## config.mk

```make
export PLATFORM = sky130hd
export DESIGN_NAME = axi4_lite_slave_write
export DESIGN_NICKNAME = d
export VERILOG_FILES = /design/src/rtl/axi4_lite_slave_write.sv
export SDC_FILE = /design/constraint.sdc
export NUM_CORES = 1
export LEC_CHECK = 0
export CAP_MARGIN = 10
export CORE_AREA = 2 2 224 226
export CTS_CLUSTER_DIAMETER = 200
export DETAILED_ROUTE_END_ITERATION = 10
export DIE_AREA = 0 0 226 228
export PLACE_DENSITY_LB_ADDON = 0.25
export SLEW_MARGIN = 20
export SYNTH_ARGS = -nofsm -noshare
export SYNTH_HDL_FRONTEND = slang
export SYNTH_SLANG_ARGS = --single-unit
```

## constraint.sdc

```tcl
create_clock -name ACLK -period 7.4 [get_ports ACLK]
set_clock_uncertainty 0.05 [all_clocks]
set_input_delay 1.48 -clock ACLK [delete_from_list [all_inputs] [get_ports ACLK]]
set_output_delay 1.48 -clock ACLK [all_outputs]
set_load 0.01 [all_outputs]
```

## src/rtl/axi4_lite_slave_write.sv

```systemverilog
// AXI4-Lite write responder: captures AW and W, applies a byte-strobed write to a local register file, returns B.
// Latency: last AW/W handshake at edge N -> BVALID high after edge N+2; one write per 4 cycles at best.
// Backpressure: a captured channel holds its READY low until the B handshake; BVALID holds while BREADY=0.
module axi4_lite_slave_write #(
  parameter int ADDR_WIDTH = 32,
  parameter int DATA_WIDTH = 32,
  parameter int NUM_REGS   = 16
) (
  input  logic                        ACLK,
  input  logic                        ARESETn,
  input  logic [ADDR_WIDTH-1:0]       AWADDR,
  input  logic                        AWVALID,
  output logic                        AWREADY,
  input  logic [DATA_WIDTH-1:0]       WDATA,
  input  logic [DATA_WIDTH/8-1:0]     WSTRB,
  input  logic                        WVALID,
  output logic                        WREADY,
  output logic [1:0]                  BRESP,
  output logic                        BVALID,
  input  logic                        BREADY,
  input  logic [$clog2(NUM_REGS)-1:0] rd_idx,
  output logic [DATA_WIDTH-1:0]       rd_data
);

  localparam int IDX_W  = $clog2(NUM_REGS);
  localparam int STRB_W = DATA_WIDTH / 8;
  localparam logic [ADDR_WIDTH-1:0] ADDR_LIMIT = ADDR_WIDTH'(NUM_REGS * 4);
  localparam logic [1:0] RESP_OKAY   = 2'b00;
  localparam logic [1:0] RESP_SLVERR = 2'b10;

  typedef enum logic [1:0] {
    IDLE,
    WRITE,
    RESP
  } state_t;

  state_t                  state;
  logic                    aw_full;
  logic                    w_full;
  logic [ADDR_WIDTH-1:0]   aw_addr;
  logic [DATA_WIDTH-1:0]   w_data;
  logic [STRB_W-1:0]       w_strb;
  logic [DATA_WIDTH-1:0]   regs [NUM_REGS];

  logic                    aw_fire;
  logic                    w_fire;
  logic [IDX_W-1:0]        wr_idx;
  logic                    addr_ok;

  assign aw_fire = AWVALID & AWREADY;
  assign w_fire  = WVALID & WREADY;
  // Low address bits are ignored: unaligned addresses land on the containing word.
  assign wr_idx  = aw_addr[2 +: IDX_W];
  // Compare the whole address so anything past the register file is rejected, not aliased.
  assign addr_ok = aw_addr < ADDR_LIMIT;
  assign rd_data = regs[rd_idx];

  // Channel capture, write FSM, register file and registered handshake outputs.
  always_ff @(posedge ACLK or negedge ARESETn) begin
    if (!ARESETn) begin
      state   <= IDLE;
      aw_full <= 1'b0;
      w_full  <= 1'b0;
      aw_addr <= '0;
      w_data  <= '0;
      w_strb  <= '0;
      AWREADY <= 1'b0;
      WREADY  <= 1'b0;
      BVALID  <= 1'b0;
      BRESP   <= RESP_OKAY;
      for (int i = 0; i < NUM_REGS; i++) begin
        regs[i] <= '0;
      end
    end else begin
      case (state)
        IDLE: begin
          if (aw_fire) begin
            aw_addr <= AWADDR;
            aw_full <= 1'b1;
          end
          if (w_fire) begin
            w_data <= WDATA;
            w_strb <= WSTRB;
            w_full <= 1'b1;
          end
          // Both latches hold a beat: leave to decode; READYs are already low here.
          if (aw_full && w_full) begin
            state   <= WRITE;
            AWREADY <= 1'b0;
            WREADY  <= 1'b0;
          end else begin
            AWREADY <= !(aw_full | aw_fire);
            WREADY  <= !(w_full | w_fire);
          end
        end
        WRITE: begin
          if (addr_ok) begin
            for (int n = 0; n < STRB_W; n++) begin
              if (w_strb[n]) begin
                regs[wr_idx][8*n +: 8] <= w_data[8*n +: 8];
              end
            end
          end
          BRESP  <= addr_ok ? RESP_OKAY : RESP_SLVERR;
          BVALID <= 1'b1;
          state  <= RESP;
        end
        RESP: begin
          if (BREADY) begin
            BVALID  <= 1'b0;
            aw_full <= 1'b0;
            w_full  <= 1'b0;
            AWREADY <= 1'b1;
            WREADY  <= 1'b1;
            state   <= IDLE;
          end
        end
        default: state <= IDLE;
      endcase
    end
  end

endmodule
```

==> metrics.txt <==
slew at the pin closest to its max-slew limit=1.14 ns; setup repair bufs after CTS=0; drt pass-1 iters=5; post-route ant nets=0; syn_nets=1620; dpl ws=1.74 ns; worst vdd ir=0.000214 V; Routed WL=57600 um; max_cap viols=0; Power Total=7630 uW; critical path launch point type=input pin; LEAKAGE=0.0147 uW; first-pass GRT wire length=90700 um; cell count of the worst reg-to-reg path=5; sequential fraction of the synthesis area=54.8%; gr ovfl total=0; gr usage total=23.3%; fmax=0.178 GHz; count leader, synth=dfrtp_1; routed wire length per instance=24.6 um; nets@finish=1708; GPL Wtd Cong=0.741; 1st-iter DRT viols=976; final setup violation count=0; Crit path required time=5.87 ns; Synth warnings=0; r2r startpoint=state[0]$_DFFE_PN0P_; number of synthesized flops with an enable pin=0; Yosys cell types=34; crit path DAT=4.08 ns; final setup TNS=0 ns; clock sink count=586; vias in the first global route=15100; top post-synthesis cells by count=586 x dfrtp_1, 415 x mux2_2, 163 x mux2_1, 160 x mux4_2, 63 x clkbuf_1; reg2reg end=regs[1]$_DFFE_PN0P_; Worst Path Max Fanout=47; worst hold path depth=1; Seq cells post-synth=586; initial core utilization=54.2%; Max Root-Sink Buffers=3; Tmin final=5.61 ns; Post-DP Area=28400 sq um; # IOs=114; top_reg_cell synth=dfrtp_1; Buffers on Ports=110; core area=49300 sq um; H-tree depth=2; worst relative slew slack=23.8%; CP Class=in2out; fillers=3605; hold bufs inserted after CTS=0; Synth Instances=1543; Residual DRC=0; ANT cells=0; RSZ-0062 raised after global routing=false; syn_area_per_cell=17.3 sq um; hold worst-path end=regs[443]$_DFFE_PN0P_; async set-reset flop share out of synthesis=100%; count of final hold-check violations=0; fraction of post-synthesis cell area in the top cell type by area=54.8%; cts repair resizes=0; synthesized area=26700 sq um; row count=82; CTS tree=built; power density cells=252 nW/um^2; hpwl dp=34100 um; FF-to-FF setup slack=3.46 ns; min-delay worst type=reg2reg; CP Capture Type=primary output; Synth area leaders=dfrtp_1 55%, mux2_2 17%, mux4_2 13%; PnR worst setup slack=1.79 ns; initial antenna violation count=3; largest net degree at the start of global routing=149; clk_lat worst skew=0.62 ns; min-delay src=regs[443]$_DFFE_PN0P_; die height=228 um; Core Util, Final=61.4%; Synth area leader=dfrtp_1; crit share post-route=75.9%; chip width=226 um; Area growth, synth to finish=13.4%; outcome=complete, no violations; fin. max-slew vios=0; CTS Root Cell=clkbuf_16; vias per inst=6.10; CTS Buf Count=58; die area=51500 sq um; layout cells sized above 1=45.1%; Vias=14300; Finished Cell Area=30300 sq um; Clock transition at path regs=0.06 ns
## kinds of logic (layout without fill, tap and decap cells)
logic type / count (synthesis) / in the layout / synth area share, %
AND/OR/NAND/NOR: 104 / 104 / 5.26
buffers and inverters: 102 / 231 / 1.77
other: 1 / 1 / 0.0140
multiplexers: 738 / 738 / 37.8
AO/OA/AOI/OAI: 12 / 12 / 0.304
flip-flops: 586 / 586 / 54.8
## placed cells by master (no fill, tap or decap), drive strengths merged, types with 2 or more instances in the layout
master	netlist	layout
clkinv	0	8
a21oi	5	5
inv	2	3
nor4	7	7
nor2	9	9
nand4	64	64
buf	37	22
mux4	160	160
nor3	9	9
o32a	2	2
clkdlybuf4s50	0	105
dfrtp	586	586
nand2	6	6
a21o	2	2
clkbuf	63	92
nand2b	5	5
mux2	578	578
## metal layers
| layer | GRT usage, % | up-vias | share of wire [%] |
|---|---|---|---|
| li1 | - | 6104 | - |
| met1 | 32.6 | 7804 | 43 |
| met2 | 37.2 | 279 | 49 |
| met3 | 4.35 | 109 | 4.7 |
| met4 | 7.51 | 6 | 2.7 |
| met5 | 0 | - | 0.066 |
## critical path, cell delays in order
cell and delay [ns]:
clkbuf_8 0.49, buf_12 0.40, mux4_2 0.57, mux4_2 0.53, clkdlybuf4s50_1 0.51
## power breakdown
part	total (uW)	internal, uW	switching, uW
Combinational	809	387	422
Sequential	3960	3400	554
Clock	2860	1660	1200
## sequential cells by signal, indices dropped and copies added, names as in the netlist
| register | flops |
|---|---|
| regs | 512 |
| AWREADY | 1 |
| BVALID | 1 |
| w_full | 1 |
| WREADY | 1 |
| aw_full | 1 |
| state | 2 |
| w_data | 32 |
| w_strb | 4 |
| BRESP | 1 |
| aw_addr | 30 |
## per-stage QoR
step                hold slack (ns)  cells
finish                        0.438   2344
global route                  0.448   2344
CTS                           0.440   2343
detailed placement            0.427   2242
global placement              0.418   2242
floorplan                     0.409   1543
## final cells by class
| cell class | count | area [sq um] | area share, % |
|---|---|---|---|
| Tap cell | 672 | 841 | 2.77 |
| Sequential cell | 586 | 14700 | 48.4 |
| Clock buffer | 91 | 1770 | 5.83 |
| Multi-Input combinational cell | 855 | 11600 | 38.3 |
| Inverter | 2 | 7.51 | 0.0248 |
| Timing Repair Buffer | 128 | 1330 | 4.39 |
| Clock inverter | 10 | 78.8 | 0.260 |
## worst max-delay path by stage
stage | from | endpoint | slack [ns]
floorplan | rd_idx[0] | rd_data[10] | 2.64
global placement | rd_idx[0] | rd_data[30] | 1.73
detailed placement | rd_idx[0] | rd_data[30] | 1.74
CTS | rd_idx[0] | rd_data[30] | 1.73
global route | rd_idx[0] | rd_data[30] | 1.64
finish | rd_idx[0] | rd_data[30] | 1.79
Note: power is estimated with default switching activity, not from simulation.
